**src/rtl/dm_port_arbiter.sv**
```systemverilog
// dm_port_arbiter
//
// Shares one single-port synchronous data RAM between pipeline 0, pipeline 1
// and an external loader/debug port.
//   - Dual pipeline access is serialised in program order (p0, then p1) at
//     the cost of one stall cycle.
//   - The external port is served in otherwise idle cycles. A starvation
//     counter forces an external slot, also costing one stall cycle, once
//     the external port has waited STARVE_LIMIT cycles.
//   - Load data is routed back through a 2-bit tag with one cycle of latency.
//     rdata follows mem_rdata during the rvalid cycle and holds afterwards.
//
// Optional feature: define DM_ARB_FWD_EN to enable a same-cycle bypass.
// When p0 stores and p1 loads the same address, the p0 store data is
// forwarded to p1 instead of serialising the two accesses.
//
// Ports:
//   clk, rst                      clock (rising edge), async active-high reset
//   p0_* / p1_*                   pipeline request, write, address, store data
//   p0_rdata/p1_rdata, *_rvalid   load data and its one-cycle valid pulse
//   ext_req/write/addr/wdata      external request (held until ext_ack)
//   ext_ack, ext_rdata            issue pulse, and load data valid the
//                                 cycle after ext_ack
//   stall                         core holds PC, stages and p0/p1 inputs
//                                 next cycle
//   mem_addr/wdata/write, mem_rdata  RAM port (read data one cycle after
//                                 the address)
module dm_port_arbiter #(
    parameter int AW           = 9,
    parameter int DW           = 16,
    parameter int STARVE_LIMIT = 8
) (
    input  logic          clk,
    input  logic          rst,
    input  logic          p0_req,
    input  logic          p0_write,
    input  logic [AW-1:0] p0_maddr,
    input  logic [DW-1:0] p0_wdata,
    output logic [DW-1:0] p0_rdata,
    output logic          p0_rvalid,
    input  logic          p1_req,
    input  logic          p1_write,
    input  logic [AW-1:0] p1_maddr,
    input  logic [DW-1:0] p1_wdata,
    output logic [DW-1:0] p1_rdata,
    output logic          p1_rvalid,
    input  logic          ext_req,
    input  logic          ext_write,
    input  logic [AW-1:0] ext_addr,
    input  logic [DW-1:0] ext_wdata,
    output logic          ext_ack,
    output logic [DW-1:0] ext_rdata,
    output logic          stall,
    output logic [AW-1:0] mem_addr,
    output logic [DW-1:0] mem_wdata,
    output logic          mem_write,
    input  logic [DW-1:0] mem_rdata
);

    localparam logic [1:0] ST_RUN       = 2'd0;
    localparam logic [1:0] ST_P1_PEND   = 2'd1;
    localparam logic [1:0] ST_EXT_FORCE = 2'd2;

    localparam logic [1:0] TAG_NONE = 2'd0;
    localparam logic [1:0] TAG_P0   = 2'd1;
    localparam logic [1:0] TAG_P1   = 2'd2;
    localparam logic [1:0] TAG_EXT  = 2'd3;

    localparam logic [2:0] SEL_NONE = 3'd0;
    localparam logic [2:0] SEL_P0   = 3'd1;
    localparam logic [2:0] SEL_P1   = 3'd2;
    localparam logic [2:0] SEL_P1L  = 3'd3;  // latched p1 request
    localparam logic [2:0] SEL_EXT  = 3'd4;

    localparam logic [7:0] LIMIT = 8'(STARVE_LIMIT);

    logic [1:0]    state_reg, state_next;
    logic          p1l_write_reg;
    logic [AW-1:0] p1l_addr_reg;
    logic [DW-1:0] p1l_wdata_reg;
    logic [1:0]    tag_reg, tag_next;
    logic [7:0]    starve_reg, starve_next;
    logic [AW-1:0] addr_hold_reg;
    logic [DW-1:0] wdata_hold_reg;
    logic [DW-1:0] p0_rdata_reg, p1_rdata_reg, ext_rdata_reg;

    logic [2:0]    sel;
    logic          latch_p1;
    logic          issue_load;

`ifdef DM_ARB_FWD_EN
    logic          fwd_hit;
    logic          fwd_valid_reg;
    logic [DW-1:0] fwd_data_reg;
`endif

    // Issue decision. Everything is gated by rst so that the RAM port and
    // stall are quiet while reset is held, even if requests are still present.
    always_comb begin
        sel        = SEL_NONE;
        state_next = state_reg;
        stall      = 1'b0;
        latch_p1   = 1'b0;
`ifdef DM_ARB_FWD_EN
        fwd_hit    = 1'b0;
`endif
        if (!rst) begin
            if (state_reg == ST_P1_PEND) begin
                sel        = SEL_P1L;
                state_next = ST_RUN;
            end else begin
                state_next = ST_RUN;
                // ">=" rather than "==": the counter keeps counting during
                // P1_PEND and could otherwise step past the limit unnoticed.
                if (state_reg == ST_RUN && ext_req && starve_reg >= LIMIT &&
                    (p0_req || p1_req)) begin
                    sel        = SEL_EXT;
                    stall      = 1'b1;
                    state_next = ST_EXT_FORCE;
                end else if (p0_req && p1_req) begin
                    sel = SEL_P0;
`ifdef DM_ARB_FWD_EN
                    if (p0_write && !p1_write && p0_maddr == p1_maddr) begin
                        fwd_hit = 1'b1;
                    end else begin
                        latch_p1   = 1'b1;
                        stall      = 1'b1;
                        state_next = ST_P1_PEND;
                    end
`else
                    latch_p1   = 1'b1;
                    stall      = 1'b1;
                    state_next = ST_P1_PEND;
`endif
                end else if (p0_req) begin
                    sel = SEL_P0;
                end else if (p1_req) begin
                    sel = SEL_P1;
                end else if (ext_req) begin
                    sel = SEL_EXT;
                end
            end
        end
    end

    // RAM port mux; address and data hold their last value when idle.
    always_comb begin
        mem_addr  = addr_hold_reg;
        mem_wdata = wdata_hold_reg;
        mem_write = 1'b0;
        case (sel)
            SEL_P0: begin
                mem_addr  = p0_maddr;
                mem_wdata = p0_wdata;
                mem_write = p0_write;
            end
            SEL_P1: begin
                mem_addr  = p1_maddr;
                mem_wdata = p1_wdata;
                mem_write = p1_write;
            end
            SEL_P1L: begin
                mem_addr  = p1l_addr_reg;
                mem_wdata = p1l_wdata_reg;
                mem_write = p1l_write_reg;
            end
            SEL_EXT: begin
                mem_addr  = ext_addr;
                mem_wdata = ext_wdata;
                mem_write = ext_write;
            end
            default: ;
        endcase
    end

    assign ext_ack    = (sel == SEL_EXT);
    assign issue_load = (sel != SEL_NONE) && !mem_write;

    always_comb begin
        tag_next = TAG_NONE;
        if (issue_load) begin
            case (sel)
                SEL_P0:          tag_next = TAG_P0;
                SEL_P1, SEL_P1L: tag_next = TAG_P1;
                SEL_EXT:         tag_next = TAG_EXT;
                default:         tag_next = TAG_NONE;
            endcase
        end
    end

    // Saturating wait counter; cleared whenever ext is served or withdrawn.
    always_comb begin
        if (!ext_req || ext_ack)
            starve_next = 8'd0;
        else if (starve_reg != 8'hFF)
            starve_next = starve_reg + 8'd1;
        else
            starve_next = starve_reg;
    end

    // Read-data routing: rdata follows mem_rdata in the rvalid cycle, then
    // the register holds it.
    assign p0_rvalid = (tag_reg == TAG_P0);
    assign p0_rdata  = p0_rvalid ? mem_rdata : p0_rdata_reg;
    assign ext_rdata = (tag_reg == TAG_EXT) ? mem_rdata : ext_rdata_reg;
`ifdef DM_ARB_FWD_EN
    assign p1_rvalid = (tag_reg == TAG_P1) || fwd_valid_reg;
    assign p1_rdata  = fwd_valid_reg ? fwd_data_reg :
                       (tag_reg == TAG_P1) ? mem_rdata : p1_rdata_reg;
`else
    assign p1_rvalid = (tag_reg == TAG_P1);
    assign p1_rdata  = p1_rvalid ? mem_rdata : p1_rdata_reg;
`endif

    always_ff @(posedge clk or posedge rst) begin
        if (rst) begin
            state_reg      <= ST_RUN;
            p1l_write_reg  <= 1'b0;
            p1l_addr_reg   <= '0;
            p1l_wdata_reg  <= '0;
            tag_reg        <= TAG_NONE;
            starve_reg     <= 8'd0;
            addr_hold_reg  <= '0;
            wdata_hold_reg <= '0;
            p0_rdata_reg   <= '0;
            p1_rdata_reg   <= '0;
            ext_rdata_reg  <= '0;
        end else begin
            state_reg      <= state_next;
            tag_reg        <= tag_next;
            starve_reg     <= starve_next;
            addr_hold_reg  <= mem_addr;
            wdata_hold_reg <= mem_wdata;
            p0_rdata_reg   <= p0_rdata;
            p1_rdata_reg   <= p1_rdata;
            ext_rdata_reg  <= ext_rdata;
            if (latch_p1) begin
                p1l_write_reg <= p1_write;
                p1l_addr_reg  <= p1_maddr;
                p1l_wdata_reg <= p1_wdata;
            end
        end
    end

`ifdef DM_ARB_FWD_EN
    always_ff @(posedge clk or posedge rst) begin
        if (rst) begin
            fwd_valid_reg <= 1'b0;
            fwd_data_reg  <= '0;
        end else begin
            fwd_valid_reg <= fwd_hit;
            if (fwd_hit)
                fwd_data_reg <= p0_wdata;
        end
    end
`endif

endmodule

```
**config.mk**
```make
export PLATFORM = sky130hd
export DESIGN_NAME = dm_port_arbiter
export DESIGN_NICKNAME = d
export VERILOG_FILES = /design/src/rtl/dm_port_arbiter.sv
export SDC_FILE = /design/constraint.sdc
export NUM_CORES = 1
export LEC_CHECK = 0
export ABC_AREA = 1
export ABC_CLOCK_PERIOD_IN_PS = 9300
export CAP_MARGIN = 30
export CORE_MARGIN = 2
export CORE_UTILIZATION = 38
export DETAILED_ROUTE_END_ITERATION = 8
export PLACE_DENSITY = 0.69
export SYNTH_ARGS = -nofsm -noshare
export SYNTH_HDL_FRONTEND = slang
export SYNTH_SLANG_ARGS = --single-unit
```
**constraint.sdc**
```tcl
create_clock -name clk -period 9.3 [get_ports clk]
set_clock_uncertainty 0.05 [all_clocks]
set_input_delay 1.86 -clock clk [delete_from_list [all_inputs] [get_ports clk]]
set_output_delay 1.86 -clock clk [all_outputs]
set_load 0.02 [all_outputs]
```
Word-level counts from Yosys, hierarchy flattened. Cells that the tools add are included.

Bits in registers: 111.

Add/subtract/negate cells: 1. Order comparisons: 1. Eq/ne operators: 9. Muxes and demuxes: 27. Reductions and logical operators: 13.

Operators with widths (count): $pmux W16 S4 (1); $mux W16 (3); $pmux W9 S4 (1); $mux W3 (7); $mux W8 (2); $add A8 B1 Y8 const B (1); $ge A8 B4 Y1 const B (1); $mux W1 (8); $ne A8 B8 Y1 const B (1); $eq A3 B2 Y1 const B (2); $mux W2 (3); $pmux W2 S3 (1); $logic_and A1 B1 Y1 (5); $eq A2 B1 Y1 const B (2); $eq A2 B2 Y1 const B (2); $pmux W1 S4 (1); $eq A3 B1 Y1 const B (1); $eq A3 B3 Y1 const B (1); $reduce_bool A3 Y1 (1); $logic_not A1 Y1 (2); $logic_not A2 Y1 (1); $logic_or A1 B1 Y1 (2); $reduce_bool A2 Y1 (1); $reduce_or A2 Y1 (1).

Logic depth before layout (Yosys ltp).
Depth after elaboration: 12. Mapped depth: 12. Depth with buffers taken out: 11.

Worst setup path before layout. Ideal clock, no wire load.

Kind: input-to-output. From: input rst. To: output mem_addr[0]. Data arrival time: 6337 ps. Data required time: 7390 ps. Slack: 1053 ps. Stages: 5. Cell sequence: clkinv_1 clkbuf_1 clkbuf_1 nand4_1 nand4_1.

Word-level cells in the longest chain between the ends: 3. Elaborated cells on any way between the ends: 6.

Ends and longest elaborated chain: from (decl) (RTL line 34) `input logic rst,`; $mux W3 * (RTL line 107) `if (!rst) begin`; $eq A3 B3 Y1, or another cell as far along (RTL line 151) `case (sel)`; $pmux W9 S4 * (RTL line 151); to (decl) (RTL line 54) `output logic [AW-1:0] mem_addr,`.

Mark *: on every way between the ends. The rest lies on a longest branch, timed or not.

Worst setup path in the final report.
From: input p0_req. To: output mem_wdata[5].

Word-level cells in the longest chain between the ends: 7. Elaborated cells on any way between the ends: 13.

Ends and longest elaborated chain: from (decl) (RTL line 35) `input logic p0_req,`; $mux W3, or another cell as far along (RTL line 135) `end else if (p0_req) begin`; $mux W3 or $logic_and A1 B1 Y1 (tied branches) (RTL line 120, 115); $mux W3 * (RTL line 115) `if (state_reg == ST_RUN && ext_req && starve_reg >= LIMIT &&`; $mux W3 * (RTL line 108) `if (state_reg == ST_P1_PEND) begin`; $mux W3 * (RTL line 107); $eq A3 B3 Y1, or another cell as far along (RTL line 151); $pmux W16 S4 * (RTL line 151); to (decl) (RTL line 55) `output logic [DW-1:0] mem_wdata,`.

Marks and branches as above.

==> results.py <==
metrics = {
    "drt": {
        "via_per_inst": 5.11,
        "vias": 4421,
        "dr.first_iter.drc_count": 261,
        "drc_errors": 0,
        "wirelength_mm": 14.3,
        "dr.pass1.iters": 5,
        "ant_nets": 0,
        "wl_per_cell_um": 16.5,
    },
    "timing": {
        "slew_violations": 0,
        "hold_viol_final": 0,
        "worst_slew_pin_slew_ns": 0.969,
        "finalCriticalPeriod_ns": 6.97,
        "clock.fmax_mhz": 143,
        "max_slew_margin_pct": 35.2,
        "fin_tns_setup_ns": 0,
        "rsz0062_at_grt": "false",
        "setup_viol": 0,
        "fin_crit_sh_pct": 75.0,
    },
    "finish": {
        "final_layout_size_suffix_gt1_share_pct": 8.27,
        "diodes": 0,
        "nets": 786,
        "final_area_sq_mm": 0.00718,
        "areaGrowthSynthToFinish_pct": 41.3,
    },
    "critical_path": {
        "reg2reg_depth": 8,
        "r2r_setup_slack_ns": 6.59,
        "crit_arrival_ns": 5.06,
        "endpoint_kind": "output port",
        "r2r_start": "state_reg[1]$_DFFE_PP0N_",
        "crit_type": "input pin to output port",
        "crit_required_ns": 7.39,
        "r2r-end": "wdata_hold_reg[5]$_DFF_PP0_",
        "critPathMaxFanout": 29,
        "cp-start-kind": "input pin",
    },
    "place": {
        "gp_congestion": 0.816,
        "io_buffers": 176,
        "place_area_sq_mm": 0.00691,
        "dp_hpwl_mm": 9.93,
    },
    "cts": {
        "numCtsBuffers": 9,
        "clk_path_buf_depth": 2,
        "clk_latency_ns": 0.35,
        "cts_resized": 0,
        "hold_buffers": 0,
        "cts.clk_slew.worst_paths_ns": 0.07,
        "root_buffer": "clkbuf_16",
        "cts_num_sinks": 111,
        "htreeDepth": 3,
        "cts_tree": "done",
        "cts_setup_buffers": 0,
    },
    "logic_synthesis": {
        "avgSynthCellArea_sq_um": 9.66,
        "yosys_warnings": 0,
        "synth_area_sq_mm": 0.00508,
        "ys_seq_elements": 111,
        "ys_seq_area_share_pct": 54.7,
        "ys_types": 29,
        "synthCells": 526,
        "synthesis.nets": 627,
    },
    "hold_path": {
        "worstHoldStart": "p1_rdata_reg[0]$_DFF_PP0_",
        "hp-class": "register to register",
        "hold_depth": 2,
        "holdPathEnd": "p1_rdata_reg[0]$_DFF_PP0_",
    },
    "die": {
        "core_area_sq_mm": 0.0131,
        "rows": 42,
        "die_w_um": 120,
        "die_y_um": 120,
        "boundaryPins": 177,
        "start_util_pct": 38.7,
        "die_area_sq_mm": 0.0143,
    },
    "power": {
        "peakVddDrop_mv": 0.0994,
        "leakagePower_nw": 3.15,
        "powerDensity_mw_per_mm2": 245,
    },
    "outcome": {
        "status": "finished clean",
    },
    "global_routing": {
        "grt_use_total_pct": 20.4,
        "grt_antenna_before_repair": 0,
        "grt_start_max_net_pins": 95,
        "grt_pass1_vias": 4339,
        "grt_pass1_wl_mm": 23.1,
        "grt-ovfl-total": 0,
    },
    "run": {
        "drv_cap": 0,
    },
}
[layout make-up]
type / instances / area [sq um]
Tap cell: 176 / 220
Clock inverter: 2 / 16.3
Clock buffer: 13 / 250
Timing Repair Buffer: 178 / 1790
Inverter: 35 / 136
Fill cell: 1171 / 5960
Sequential cell: 111 / 2780
Multi-Input combinational cell: 350 / 1990
[layout by cell type, fill, tap and decap left out, types with 2 or more instances in the layout]
master           synthesis  layout
clkdlybuf4s50_1          0     176
nand2_1                116     116
dfrtp_1                111     111
nand4_1                 54      54
o21ai_0                 52      52
inv_1                   34      34
nand3_1                 34      34
mux2_2                  26      26
a21boi_0                18      18
nor2_1                  17      17
clkbuf_16                0       9
a21boi_1                 7       7
nand2_2                  5       5
nor2_4                   4       4
a211oi_1                 3       3
clkbuf_1                12       3
inv_6                    0       2
a21oi_4                  2       2
nor3_1                   2       2
ha_1                     2       2
[kinds of logic (layout without fill, tap and decap cells)]
kind of cell | Yosys count | in the layout | share of synthesized area, %
buffers and inverters | 65 | 228 | 6.18
AND/OR/NAND/NOR | 237 | 237 | 22.6
multiplexers | 26 | 26 | 5.76
adder cells (fa/ha/maj) | 2 | 2 | 0.492
flip-flops | 111 | 111 | 54.7
AO/OA/AOI/OAI | 85 | 85 | 10.3
[through the flow]
stage,hold slack (ns),std cells,util [%],total power [mW],setup slack (ns)
floorplan,0.424,526,-,1.05,1.05
finish,0.443,865,54.7,1.76,2.33
global route,0.474,865,54.7,1.86,2.15
detailed placement,0.435,850,52.6,1.41,2.36
global placement,0.426,849,52.5,1.39,2.40
CTS,0.451,865,54.7,1.77,2.34
[worst max path at each step]
stage	to	start	slack [ns]	depth (start not counted)
after floorplan	mem_addr[0]	rst	1.05	5
after global placement	mem_wdata[5]	p0_req	2.40	9
after detailed placement	mem_wdata[5]	p0_req	2.36	9
after CTS	mem_wdata[5]	p0_req	2.34	9
after global routing	mem_wdata[15]	p0_req	2.15	9
final	mem_wdata[5]	p0_req	2.33	9
[cell usage after synthesis]
cell type | count | area share [%]
ha_1 | 2 | 0.49
buf_2 | 8 | 0.79
o31ai_1 | 1 | 0.15
nor3b_1 | 1 | 0.15
nand2_1 | 116 | 8.6
a211oi_1 | 3 | 0.44
clkinv_1 | 1 | 0.074
nand3_1 | 34 | 3.3
dfrtp_1 | 111 | 55
buf_4 | 4 | 0.59
nor2_2 | 1 | 0.12
nor2_1 | 17 | 1.3
nand2_4 | 1 | 0.22
a21boi_0 | 18 | 2.7
nand2_2 | 5 | 0.62
mux2_2 | 26 | 5.8
nand4_2 | 1 | 0.25
a21oi_4 | 2 | 0.64
inv_1 | 34 | 2.5
a21boi_1 | 7 | 1.0
nor3_1 | 2 | 0.20
nand3_4 | 1 | 0.34
nor2_4 | 4 | 0.89
a21oi_2 | 1 | 0.17
clkbuf_1 | 12 | 0.89
buf_6 | 6 | 1.3
nand4_1 | 54 | 6.6
o21ai_0 | 52 | 5.1
a21oi_1 | 1 | 0.098
[routing by layer]
layer | vias up | part of all wire (%) | GRT usage, % | wire (um)
met5 | - | 0 | 0 | 0
met2 | 189 | 46 | 32.3 | 6530
li1 | 2131 | - | - | -
met4 | 0 | 1.7 | 7.13 | 238
met3 | 23 | 7.6 | 4.66 | 1080
met1 | 2078 | 45 | 27.6 | 6450
[critical path, stage by stage]
cell and delay, ns:
clkdlybuf4s50_1 0.53, nor2_2 0.22, nor2_4 0.07, nand3_1 0.12, nand2_2 0.39, a21oi_4 0.80
nand3_1 0.19, nand4_1 0.21, clkdlybuf4s50_1 0.64
[report_power, final]
group	internal [mW]	switching, mW	total, mW
Sequential	0.635	0.0485	0.683
Clock	0.189	0.173	0.363
Combinational	0.331	0.384	0.715
Total	1.16	0.606	1.76
(Power assumes the default switching activity.)
